--- src/rtl/cnn_pkg.sv ---
// Shared widths, shift-amount width and signed sample types for the upscaling datapath.
package cnn_pkg;
  localparam int IN_RES    = 8;
  localparam int OUT_RES   = 32;
  localparam int SCALE_RES = 16;
  localparam int SHIFT_W   = 4;

  typedef logic signed [IN_RES-1:0]    int8_t;
  typedef logic signed [OUT_RES-1:0]   int32_t;
  typedef logic signed [SCALE_RES-1:0] scale_t;
endpackage

--- src/rtl/upscaling_sat_shift.sv ---
// Combinational left shift of the stage-1 product to the output width; clamps when
// UPSCALING_SAT_EN is defined, otherwise keeps the low output bits (wrap).
module upscaling_sat_shift
  import cnn_pkg::*;
#(
  parameter int PROD_W = IN_RES + 1 + SCALE_RES,
  parameter int OUT_W  = OUT_RES
) (
  input  logic signed [PROD_W-1:0]  i_p,
  input  logic        [SHIFT_W-1:0] i_n,
  output logic signed [OUT_W-1:0]   o_dat,
  output logic                      o_sat
);

`ifdef UPSCALING_SAT_EN
  // Wide enough that the maximum shift never drops a bit.
  localparam int R_W = PROD_W + (1 << SHIFT_W) - 1;

  logic signed [R_W-1:0]     w_r;
  logic        [R_W-OUT_W:0] w_hi;

  always_comb begin
    w_r   = {{(R_W-PROD_W){i_p[PROD_W-1]}}, i_p} <<< i_n;
    w_hi  = w_r[R_W-1:OUT_W-1];
    o_dat = w_r[OUT_W-1:0];
    o_sat = 1'b0;
    // Representable only if every bit above the output sign bit matches it.
    if (!(&w_hi) && (|w_hi)) begin
      o_sat = 1'b1;
      o_dat = w_r[R_W-1] ? {1'b1, {(OUT_W-1){1'b0}}} : {1'b0, {(OUT_W-1){1'b1}}};
    end
  end
`else
  logic signed [OUT_W-1:0] w_p_ext;

  assign w_p_ext = {{(OUT_W-PROD_W){i_p[PROD_W-1]}}, i_p};
  assign o_dat   = w_p_ext <<< i_n;
  assign o_sat   = 1'b0;
`endif

endmodule

--- src/rtl/int8_to_int32_in.sv ---
// Int8 -> int32 upscaling, 2-stage valid/ready pipeline: ((data-zp)*scale) <<< n.
// Latency 2 cycles, 1 beat/cycle; UPSCALING_SAT_EN selects clamping instead of wrap.
module int8_to_int32_in
  import cnn_pkg::*;
#(
  parameter int UPSCALING_IN_RESOLUTION    = IN_RES,
  parameter int UPSCALING_OUT_RESOLUTION   = OUT_RES,
  parameter int UPSCALING_SCALE_RESOLUTION = SCALE_RES
) (
  input  logic                                         clk_i,
  input  logic                                         rst_ni,
  input  logic signed [UPSCALING_IN_RESOLUTION-1:0]    upscaling_zp_i,
  input  logic signed [UPSCALING_SCALE_RESOLUTION-1:0] upscaling_scale_i,
  input  logic        [SHIFT_W-1:0]                    upscaling_n_i,
  input  logic                                         upscaling_valid_i,
  input  logic signed [UPSCALING_IN_RESOLUTION-1:0]    upscaling_data_i,
  output logic                                         upscaling_ready_o,
  output logic                                         upscaling_valid_o,
  output logic signed [UPSCALING_OUT_RESOLUTION-1:0]   upscaling_data_o,
  input  logic                                         upscaling_ready_i,
  output logic                                         upscaling_sat_o
);

  localparam int D_W    = UPSCALING_IN_RESOLUTION + 1;
  localparam int PROD_W = D_W + UPSCALING_SCALE_RESOLUTION;

  logic signed [D_W-1:0]                      w_d;
  logic signed [PROD_W-1:0]                   w_p;
  logic                                       w_accept;
  logic                                       w_s2_load;
  logic signed [UPSCALING_OUT_RESOLUTION-1:0] w_s2_dat;
  logic                                       w_s2_sat;

  logic                                       r_s1_vld;
  logic signed [PROD_W-1:0]                   r_s1_p;
  logic        [SHIFT_W-1:0]                  r_s1_n;
  logic                                       r_s2_vld;
  logic signed [UPSCALING_OUT_RESOLUTION-1:0] r_s2_dat;
  logic                                       r_s2_sat;

  // One extra bit keeps data - zp exact over the full signed input range.
  assign w_d = {upscaling_data_i[UPSCALING_IN_RESOLUTION-1], upscaling_data_i}
             - {upscaling_zp_i[UPSCALING_IN_RESOLUTION-1], upscaling_zp_i};
  assign w_p = w_d * upscaling_scale_i;

  assign w_s2_load         = r_s1_vld && (!r_s2_vld || upscaling_ready_i);
  assign upscaling_ready_o = !r_s1_vld || w_s2_load;
  assign w_accept          = upscaling_valid_i && upscaling_ready_o;

  always_ff @(posedge clk_i or negedge rst_ni) begin
    if (!rst_ni) begin
      r_s1_vld <= 1'b0;
      r_s1_p   <= '0;
      r_s1_n   <= '0;
    end else if (w_accept) begin
      r_s1_vld <= 1'b1;
      r_s1_p   <= w_p;
      r_s1_n   <= upscaling_n_i;
    end else if (w_s2_load) begin
      r_s1_vld <= 1'b0;
    end
  end

  upscaling_sat_shift #(
    .PROD_W (PROD_W),
    .OUT_W  (UPSCALING_OUT_RESOLUTION)
  ) u_sat_shift (
    .i_p   (r_s1_p),
    .i_n   (r_s1_n),
    .o_dat (w_s2_dat),
    .o_sat (w_s2_sat)
  );

  // Output registers only change on a load, so they hold during a stall.
  always_ff @(posedge clk_i or negedge rst_ni) begin
    if (!rst_ni) begin
      r_s2_vld <= 1'b0;
      r_s2_dat <= '0;
      r_s2_sat <= 1'b0;
    end else if (w_s2_load) begin
      r_s2_vld <= 1'b1;
      r_s2_dat <= w_s2_dat;
      r_s2_sat <= w_s2_sat;
    end else if (upscaling_ready_i) begin
      r_s2_vld <= 1'b0;
    end
  end

  assign upscaling_valid_o = r_s2_vld;
  assign upscaling_data_o  = r_s2_dat;
  assign upscaling_sat_o   = r_s2_sat;

endmodule

--- config.mk ---
export PLATFORM = sky130hd
export DESIGN_NAME = int8_to_int32_in
export DESIGN_NICKNAME = d
export VERILOG_FILES = /design/src/rtl/cnn_pkg.sv /design/src/rtl/upscaling_sat_shift.sv /design/src/rtl/int8_to_int32_in.sv
export SDC_FILE = /design/constraint.sdc
export NUM_CORES = 1
export LEC_CHECK = 0
export BUFFER_PORTS_ARGS = -buffer_cell sky130_fd_sc_hd__buf_2
export CAP_MARGIN = 20
export CORE_MARGIN = 2
export CORE_UTILIZATION = 30
export CTS_CLUSTER_DIAMETER = 60
export DETAILED_ROUTE_END_ITERATION = 12
export SYNTH_ARGS = -nofsm -noshare
export SYNTH_HDL_FRONTEND = slang
export SYNTH_HIERARCHICAL = 1
export SYNTH_SLANG_ARGS = --single-unit
--- constraint.sdc ---
create_clock -name clk_i -period 5.27 [get_ports clk_i]
set_input_delay 0.2635 -clock clk_i [delete_from_list [all_inputs] [get_ports clk_i]]
set_output_delay 0.2635 -clock clk_i [all_outputs]
set_load 0.005 [all_outputs]
# Yosys cells after proc, flatten, opt, wreduce, memory -nomap -nowiden
# Index checks and enable logic that the tools add are counted.
[totals] out_inout_bits=35 ff_bits=63
[classes] reduce_logical=8 n_mul=1 n_shift=1 addsub=1 n_mux=4
[ops] op="25-bit by 4-bit <<< shifter with 32-bit output" count=1
[ops] op="9-bit by 16-bit multiplier with 25-bit output" count=1
[ops] op="8-bit by 8-bit subtractor with 9-bit output" count=1
[ops] op="1-bit 2-to-1 mux" count=4
[ops] op="2-bit nonzero test" count=2
[ops] op="1-bit logical AND" count=2
[ops] op="1-bit zero test" count=2
[ops] op="1-bit logical OR" count=2

# Longest topological paths before layout
# Gate-level depths: netlist of run 1.
[depth] ltp_word=6 mapped_depth=29

# Hierarchy
# Netlist of run 1, hierarchy kept.
[by_module_without_submodules] mod="int8_to_int32_in" instances=1 seq_area_each_um2=1601.5 area_per_inst_um2=7644.8 cells_per_inst=766
[by_module_without_submodules] mod="upscaling_sat_shift" instances=1 seq_area_each_um2=0.0 area_per_inst_um2=1458.9 cells_per_inst=159

# Worst setup path before layout of run 1
# No wires, ideal clock.
[synth_path] path_type="input-to-reg" start="input upscaling_zp_i[1]" end="register r_s1_p[23]" arrival_ns=6.061 setup_slack_ns=-0.895 path_stages=26 required_time_ns=5.166 path_buffers=1 path_cell_list="inv_1 > ha_1 > nor2b_1 > o21ai_1 > nand2b_1 > a21o_1 > a21o_1 > a31oi_1 > xnor2_1 > buf_2 > nand2_1 > fa_1 > fa_1 > inv_1 > fa_1 > fa_1 > inv_1 > fa_1 > inv_1 > ha_1 > nor2b_1 > a311o_2 > a21oi_4 > o31ai_2 > a41o_1 > o311ai_1"
[synth_via] elab_chain_len=2
[synth_rtl] item="from (decl)" line_no="int8_to_int32_in.sv:12" text="input logic signed [UPSCALING_IN_RESOLUTION-1:0] upscaling_zp_i,"
[synth_rtl] item="8-bit by 8-bit subtractor with 9-bit output" line_no="int8_to_int32_in.sv:43" text="- {upscaling_zp_i[UPSCALING_IN_RESOLUTION-1], upscaling_zp_i};"
[synth_rtl] item="9-bit by 16-bit multiplier with 25-bit output" line_no="int8_to_int32_in.sv:44" text="assign w_p = w_d * upscaling_scale_i;"
[synth_rtl] item="to (signal assigned)" line_no="int8_to_int32_in.sv:57" text="r_s1_p <= w_p;"
[synth_rtl] item="to (decl)" line_no="int8_to_int32_in.sv:35" text="logic signed [PROD_W-1:0] r_s1_p;"
# Every way passes these cells.
# A chain may end at the register's enable or synchronous reset.

# Final worst setup path of run 1
[layout_path] start="input upscaling_zp_i[1]" end="register r_s1_p[13]"
# The elaborated chain is that of the path after synthesis.

==> results of run 1 <==
## kinds of logic after synthesis
| kind of cell | Yosys count | synth area share [%] |
|---|---|---|
| AO/OA/AOI/OAI | 115 | 8.44 |
| XOR/XNOR | 26 | 2.50 |
| adder cells (fa/ha/maj) | 180 | 34.6 |
| buffers and inverters | 163 | 7.85 |
| flip-flops | 64 | 17.6 |
| multiplexers | 102 | 13.9 |
| other | 1 | 0.0412 |
| AND/OR/NAND/NOR | 274 | 15.0 |
## flip-flops by register name, indices dropped and copies added, names as in the netlist
| register | cells |
|---|---|
| r_s1_p | 25 |
| upscaling_valid_o | 1 |
| upscaling_data_o | 32 |
| r_s1_vld | 1 |
| r_s1_n | 4 |
| upscaling_sat_o | 1 |
## worst max-delay path: cells and delay by family
kind | cells | cell delay [ps]
AOI/OAI and AO/OA | 10 | 1510
xor gates and xnor gates | 1 | 150
adders and majority gates | 7 | 2940
buffers and inverters | 7 | 600
and+or+nand+nor | 3 | 350
## metrics by stage
step	std cells	util [%]	TNS [ps]
after CTS	1461	36.9	-3630
after global placement	1439	35.1	-8860
after floorplan	925	-	-4810
after global routing	1464	37.2	-6700
after detailed placement	1439	35.1	-10410
final	1464	37.2	-3510
## worst paths after layout
kind / endpoint
max: r_s1_p[13]$_DFFE_PN0P_
min: upscaling_sat_o$_DFFE_PN0P_
max reg2reg: upscaling_data_o[12]$_DFFE_PN0P_
min reg2reg: upscaling_data_o[13]$_DFFE_PN0P_
max in group asynchronous: upscaling_data_o[31]$_DFFE_PN0P_
min in group clk_i: r_s1_n[3]$_DFFE_PN0P_
## cells in the mapped netlist (all sizes together) (5+ instances only)
master and count:
a21o 11, a21oi 26, a22oi 5, a31oi 5, and2 58, and3 12, buf 16, clkbuf 22
dfrtp 64, fa 120, ha 60, inv 125, mux2 44, mux2i 43, mux4 15, nand2 100
nand2b 35, nand3 7, nor2 36, nor2b 12, o21a 7, o21ai 33, xnor2 15, xor2 11
## cell type report
type                            instances  area, um2  share of cell area [%]
Sequential cell                        64       1600                    14.4
Clock inverter                          7        144                    1.30
Timing Repair Buffer                  171       1160                    10.5
Inverter                              125        482                    4.34
Multi-Input combinational cell        698       6990                    63.0
Tap cell                              390        488                    4.40
Clock buffer                            9        225                    2.03
## routing by layer
metal / global-route usage (%) / vias up
li1: - / 3308
met1: 19.7 / 3347
met2: 21.0 / 115
met3: 1.71 / 10
met4: 3.32 / 0
met5: 0 / -
## what timing repair did
action | 4_1_cts | 5_1_grt
endpoints found under the setup margin | 14 | 15
cloned | 0 | 1
hold buffers | 0 | 0
resized for setup | 22 | 16
hold endpoints to repair | 0 | 0
buffers inserted | 7 | 2
pin swaps | 30 | 19
==> flow_metrics.py, run 1 <==
metrics = {
    "logic_synthesis": {
        "seq_area_frac_synth_pct": 17.6,
        "synthesis.area_um2": 9100,
        "yosysWarnings": 6,
        "yosysTopAreaCellShare_pct": 26.4,
        "synthesis.nets": 1145,
        "synth_cell_types": 61,
        "synthCells": 925,
        "synthArstFlopShare_pct": 100,
        "synth_top_area_cell": "fa_1",
        "syn_avg_cell_area_um2": 9.84,
        "synth-main-ff-cell": "dfrtp_1",
        "synth_seq_cells": 64,
        "ys_top_cells_by_area": "fa_1 (26%), dfrtp_1 (18%), ha_1 (8.2%)",
        "synth_edf_count": 0,
    },
    "clock_network": {
        "clk_latency_ps": 340,
        "cts_root_buffer": "clkbuf_16",
        "cts_buffers": 9,
        "clk_pin_slew_worst_paths_ps": 50,
        "cts_tree": "done",
        "cts_num_sinks": 64,
        "clockBufferDepth": 2,
        "htreeDepth": 3,
    },
    "critical_path": {
        "critPathArrivalTime_ps": 5850,
        "crit_top_cell": "fa_1",
        "critical-path-slowest-cell": "fa_1",
        "ff2ff_path_depth": 6,
        "worstSetupStartpointType": "primary input",
        "critPathCaptureType": "register",
        "startpoint": "upscaling_zp_i[1]",
        "crit_required_ps": 5480,
        "crit_type": "in2reg",
        "r2r_setup_slack_ps": 2770,
        "timing.rr.start": "r_s1_n[0]$_DFFE_PN0P_",
        "critPathMaxFanout": 4,
        "max_stage_delay_ps": 510,
    },
    "timing": {
        "finalClockSkew_ps": 6.48,
        "relSlewSlack_pct": 39.3,
        "worstMarginPinSlew_ps": 911,
        "setup_viol": 14,
        "max_freq_mhz": 177,
        "period_share_pct": 107,
        "min_period_ps": 5640,
        "hold_violations": 0,
        "grt_setup_unrepaired": "yes",
        "holdWs_ps": 84.7,
        "final_max_slew_viol_count": 0,
        "timing.final.ws_setup_ps": -372,
    },
    "place": {
        "numPortBuffers": 74,
        "dp_hpwl_mm": 16.7,
        "gp_congestion": 0.827,
        "dp_worst_setup_slack_ps": -834,
        "dpl_cell_area_um2": 10500,
    },
    "detailed_routing": {
        "drt-pass1-iter-count": 4,
        "met1Wirelength_mm": 10.2,
        "antenna_left": 0,
        "wl_met3_um": 783,
        "met2WireLength_mm": 9.26,
        "vias": 6780,
        "wirelength_mm": 20.4,
        "via_per_inst": 4.63,
        "wl_per_cell_um": 14.0,
        "drtIter0Drc": 289,
        "drcViolationCount": 0,
        "top_layer_used": "met4",
    },
    "grt": {
        "grt_util_all_layers_pct": 13.5,
        "antenna_found_initial": 0,
        "grt_pass1_wl_mm": 34.8,
        "grt_overflow_total": 0,
        "first_global_vias": 6960,
        "grt_max_degree": 65,
    },
    "layout": {
        "final_common_cell": "inv_1",
        "fin_area_um2": 11100,
        "nFillCells": 3054,
        "drive_above_1_share_pct": 26.4,
        "nets": 1289,
        "layout_common_cells": "inv_1 (120), fa_1 (119), nand2_1 (100)",
        "antennaDiodeCount": 0,
        "area_growth_pct": 21.8,
    },
    "floorplanning": {
        "die_h_um": 178,
        "core_area_um2": 29800,
        "num_io_pins": 75,
        "placement_rows": 63,
        "start_util_pct": 30.6,
        "die_w_um": 178,
        "dieArea_um2": 31800,
    },
    "outcome": {
        "outcome": "finished with violations",
        "violations": "setup timing",
    },
    "hold_path": {
        "hold_path.class": "in2async",
    },
    "run": {
        "drv_cap": 0,
    },
}
Power of run 1 is not shown: default switching activity piles up to over one toggle a cycle in this logic, so the estimate is an artifact.
==> run 2: changes to the inputs <==
CORE_UTILIZATION = 60   (was 30)
PLACE_DENSITY_LB_ADDON = 0.1   (was not set)
==> flow_metrics.py, run 2 (same netlist as run 1, synthesis figures left out) <==
metrics = {
    "detailed_routing": {
        "antenna_left": 0,
        "wl_per_cell_um": 15.0,
        "drcViolationCount": 0,
        "via_per_inst": 5.45,
        "drt-pass1-iter-count": 5,
        "vias": 6840,
        "drtIter0Drc": 317,
        "wirelength_mm": 18.8,
    },
    "grt": {
        "grt_pass1_wl_mm": 32.2,
        "grt_overflow_total": 0,
        "antenna_found_initial": 0,
        "first_global_vias": 6862,
        "grt_max_degree": 65,
        "grt_util_all_layers_pct": 24.4,
    },
    "critical_path": {
        "critPathMaxFanout": 4,
        "critical-path-slowest-cell": "fa_1",
        "critPathArrivalTime_ps": 5800,
        "crit_type": "in2reg",
        "worstSetupStartpointType": "primary input",
        "ff2ff_path_depth": 4,
        "max_stage_delay_ps": 550,
        "critPathCaptureType": "register",
        "crit_required_ps": 5470,
        "crit_top_cell": "fa_1",
    },
    "timing": {
        "finalClockSkew_ps": 7.13,
        "timing.final.ws_setup_ps": -330,
        "final_max_slew_viol_count": 0,
        "hold_violations": 0,
        "setup_viol": 13,
        "worstMarginPinSlew_ps": 1130,
        "min_period_ps": 5600,
        "period_share_pct": 106,
        "relSlewSlack_pct": 22.8,
        "max_freq_mhz": 179,
        "grt_setup_unrepaired": "yes",
    },
    "clock_network": {
        "cts_root_buffer": "clkbuf_16",
        "hold_buffers": 0,
        "clockBufferDepth": 2,
        "clk_pin_slew_worst_paths_ps": 50,
        "cts_num_sinks": 64,
        "htreeDepth": 3,
        "clk_latency_ps": 330,
        "cts_tree": "done",
        "cts_buffers": 9,
    },
    "floorplanning": {
        "placement_rows": 45,
        "die_w_um": 127,
        "dieArea_um2": 16200,
        "die_h_um": 127,
        "start_util_pct": 60.6,
        "core_area_um2": 15000,
        "num_io_pins": 75,
    },
    "place": {
        "dp_cells": 1229,
        "numPortBuffers": 74,
        "dp_worst_setup_slack_ps": -788,
        "dp_hpwl_mm": 15.1,
        "gp_congestion": 0.877,
    },
    "outcome": {
        "outcome": "finished with violations",
        "violations": "setup timing",
    },
    "layout": {
        "final_cells": 1255,
        "largest_register_ffs": 32,
        "multi_input_area_um2": 7060,
        "antennaDiodeCount": 0,
        "final-seq-area_um2": 1600,
        "layout_common_cells": "inv_1 (119), fa_1 (119), nand2_1 (100)",
        "area_growth_pct": 18.7,
        "nets": 1282,
        "drive_above_1_share_pct": 26.8,
        "fin_util_pct": 71.9,
        "nFillCells": 1153,
    },
    "run": {
        "drv_cap": 0,
    },
    "hold_path": {
        "hold_path.class": "in2async",
    },
}
==> run 2: repair_timing <==
| action | CTS | global route |
|---|---|---|
| cloned | 1 | 0 |
| setup buffers | 8 | 5 |
| endpoints found under the setup margin | 14 | 15 |
| resized for setup | 24 | 29 |
| pin swaps | 18 | 22 |
==> run 2: metal layers <==
layer	track usage, %	share of wire, %
met2	41.6	49
met1	32.7	44
met3	3.18	4.3
met5	0	0
met4	7.63	2.3
==> run 2: final timing paths <==
| check | from | end | slack (ps) |
|---|---|---|---|
| worst max-delay path | upscaling_zp_i[1] | r_s1_p[23]$_DFFE_PN0P_ | -330 |
| worst min-delay path | rst_ni | upscaling_sat_o$_DFFE_PN0P_ | 70 |
| worst max register to register | r_s1_n[0]$_DFFE_PN0P_ | upscaling_data_o[2]$_DFFE_PN0P_ | 2520 |
| worst min register to register | r_s1_vld$_DFFE_PN0P_ | upscaling_valid_o$_DFFE_PN0P_ | 490 |
| max in group asynchronous | rst_ni | r_s1_p[19]$_DFFE_PN0P_ | 4640 |
| min in group clk_i | upscaling_n_i[0] | r_s1_n[0]$_DFFE_PN0P_ | 130 |
==> run 2: metrics by stage <==
step	TNS [ps]	area [um2]	hold WS (ps)
floorplan	-4810	9180	-32.1
detailed placement	-9490	10200	464
global placement	-8190	10200	458
CTS	-3350	10700	118
finish	-2870	10800	66.3
global route	-5940	10800	123
==> run 2: final cells by class <==
type                            instances  share of cell area, %
Clock buffer                           14                   2.63
Clock inverter                          2                  0.324
Timing Repair Buffer                  164                   10.3
Tap cell                              188                   2.18
Multi-Input combinational cell        698                   65.3
Inverter                              125                   4.46
Sequential cell                        64                   14.8
==> run 2: worst max-delay path: cells and delay by family <==
family                   cells  cell delay, ps
AO/OA/AOI/OAI               10            1710
XOR/XNOR                     1             200
adder cells (fa/ha/maj)      7            2840
buffers and inverters        6             350
AND/OR/NAND/NOR              4             450
Power of run 2 is left out for the same reason.
==> run 3: changes to the inputs <==
PLACE_DENSITY_LB_ADDON = 0.15   (was 0.1)
==> flow_metrics.py, run 3 (same netlist as run 1, synthesis figures left out) <==
metrics = {
    "outcome": {
        "outcome": "finished with violations",
        "violations": "setup timing",
    },
    "critical_path": {
        "critPathArrivalTime_ps": 6070,
        "startpoint": "upscaling_zp_i[1]",
        "crit_top_cell": "fa_1",
        "critPathMaxFanout": 7,
        "critPathTopFamily": "adder cells",
        "r2r_setup_slack_ps": 2760,
        "crit_type": "in2reg",
        "critical-path-slowest-cell": "fa_1",
        "r2r_end": "upscaling_data_o[10]$_DFFE_PN0P_",
        "ff2ff_path_depth": 6,
        "timing.rr.start": "r_s1_n[3]$_DFFE_PN0P_",
        "max_stage_delay_ps": 570,
        "worst-path-buf-inv": 5,
        "critPathCaptureType": "register",
        "crit_required_ps": 5500,
        "worstSetupStartpointType": "primary input",
        "path_depth": 27,
    },
    "timing": {
        "relSlewSlack_pct": 46.8,
        "period_share_pct": 111,
        "grt_setup_unrepaired": "yes",
        "max_freq_mhz": 171,
        "setup_viol": 15,
        "final_max_slew_viol_count": 0,
        "worstMarginPinSlew_ps": 798,
        "min_period_ps": 5840,
        "holdWs_ps": 103,
        "finalClockSkew_ps": 6.23,
        "hold_violations": 0,
        "timing.final.ws_setup_ps": -567,
    },
    "grt": {
        "first_global_vias": 7163,
        "grt_pass1_wl_mm": 33.6,
        "grt_util_all_layers_pct": 25.3,
        "antenna_found_initial": 0,
        "grt_overflow_total": 0,
        "grt_max_degree": 65,
    },
    "layout": {
        "area_growth_pct": 21.0,
        "drive_above_1_share_pct": 29.3,
        "nets": 1305,
        "antennaDiodeCount": 0,
        "final_common_cell": "inv_1",
        "layout_common_cells": "inv_1 (119), fa_1 (118), buf_4 (103)",
        "largest_register_ffs": 32,
    },
    "detailed_routing": {
        "drtIter0Drc": 430,
        "antenna_left": 0,
        "wirelength_mm": 20.3,
        "wl_per_cell_um": 15.9,
        "drt-pass1-iter-count": 5,
        "via_per_inst": 5.57,
        "drcViolationCount": 0,
        "vias": 7120,
    },
    "place": {
        "numPortBuffers": 74,
        "gp_congestion": 0.864,
        "dp_hpwl_mm": 15.9,
    },
    "clock_network": {
        "cts_buffers": 9,
        "clockBufferDepth": 2,
        "clk_latency_ps": 330,
        "cts_tree": "done",
        "cts_root_buffer": "clkbuf_16",
        "cts_num_sinks": 64,
        "clk_pin_slew_worst_paths_ps": 60,
        "htreeDepth": 3,
    },
    "floorplanning": {
        "die_h_um": 127,
        "placement_rows": 45,
        "num_io_pins": 75,
        "dieArea_um2": 16200,
        "start_util_pct": 60.6,
        "die_w_um": 127,
        "core_area_um2": 15000,
    },
    "run": {
        "drv_cap": 0,
    },
    "hold_path": {
        "hold_path.class": "in2async",
    },
}
[run 3: changes by cell type in the layout (fill, tap and decap cells not counted), sizes merged]
cell      before  now
clkinvlp       0    3
bufinv         1    0
buf          164  186
clkinv         1    3
xnor2         15   16
clkbuf        14   10
[run 3: worst max-delay path by stage]
stage | end | slack [ps]
2_1_floorplan | r_s1_p[22]$_DFFE_PN0P_ | -530
3_3_place_gp | r_s1_p[24]$_DFFE_PN0P_ | -960
3_5_place_dp | r_s1_p[23]$_DFFE_PN0P_ | -1090
4_1_cts | r_s1_p[23]$_DFFE_PN0P_ | -490
5_1_grt | r_s1_p[24]$_DFFE_PN0P_ | -800
6_report | r_s1_p[24]$_DFFE_PN0P_ | -570
[run 3: worst reg2reg max path: cells and delay by family (launching register included)]
family,cells,cell delay (ps)
AOI/OAI and AO/OA,1,130
buffers and inverters,1,440
muxes,4,1190
DFF,1,650
[run 3: layer usage]
layer,vias to the layer above,share of wire [%],global-route usage [%]
li1,3344,-,-
met1,3565,42,33.4
met2,172,53,45.0
met3,39,3.3,2.68
met4,0,2.0,6.27
met5,-,0,0
[run 3: final cells by class]
| class | instances | area [um2] |
|---|---|---|
| flip-flops and latches | 64 | 1600 |
| repair buffers | 186 | 1270 |
| inverters | 125 | 482 |
| clock buffers | 10 | 239 |
| multi-input cells | 699 | 7140 |
| clock inverters | 6 | 45.0 |
| fillers | 1126 | 4020 |
| well taps | 188 | 235 |
[run 3: metrics by stage]
stage | cell area, um2 | utilization, % | setup WS [ps] | setup TNS (ps) | instances
final | 11000 | 73.3 | -567 | -5740 | 1278
after global routing | 11000 | 73.3 | -800 | -9080 | 1278
after CTS | 10700 | 71.3 | -492 | -4960 | 1267
after detailed placement | 10200 | 68.2 | -1090 | -14070 | 1243
after global placement | 10200 | 68.2 | -962 | -12000 | 1243
after floorplan | 9180 | - | -533 | -4810 | 925
[run 3: repair_timing]
action | in CTS | in global routing
pin swaps | 25 | 41
resized for setup | 23 | 44
hold buffers | 0 | 0
endpoints found under the setup margin | 15 | 16
gates cloned | 0 | 1
setup buffers | 9 | 11
Power of run 3 is left out for the same reason.
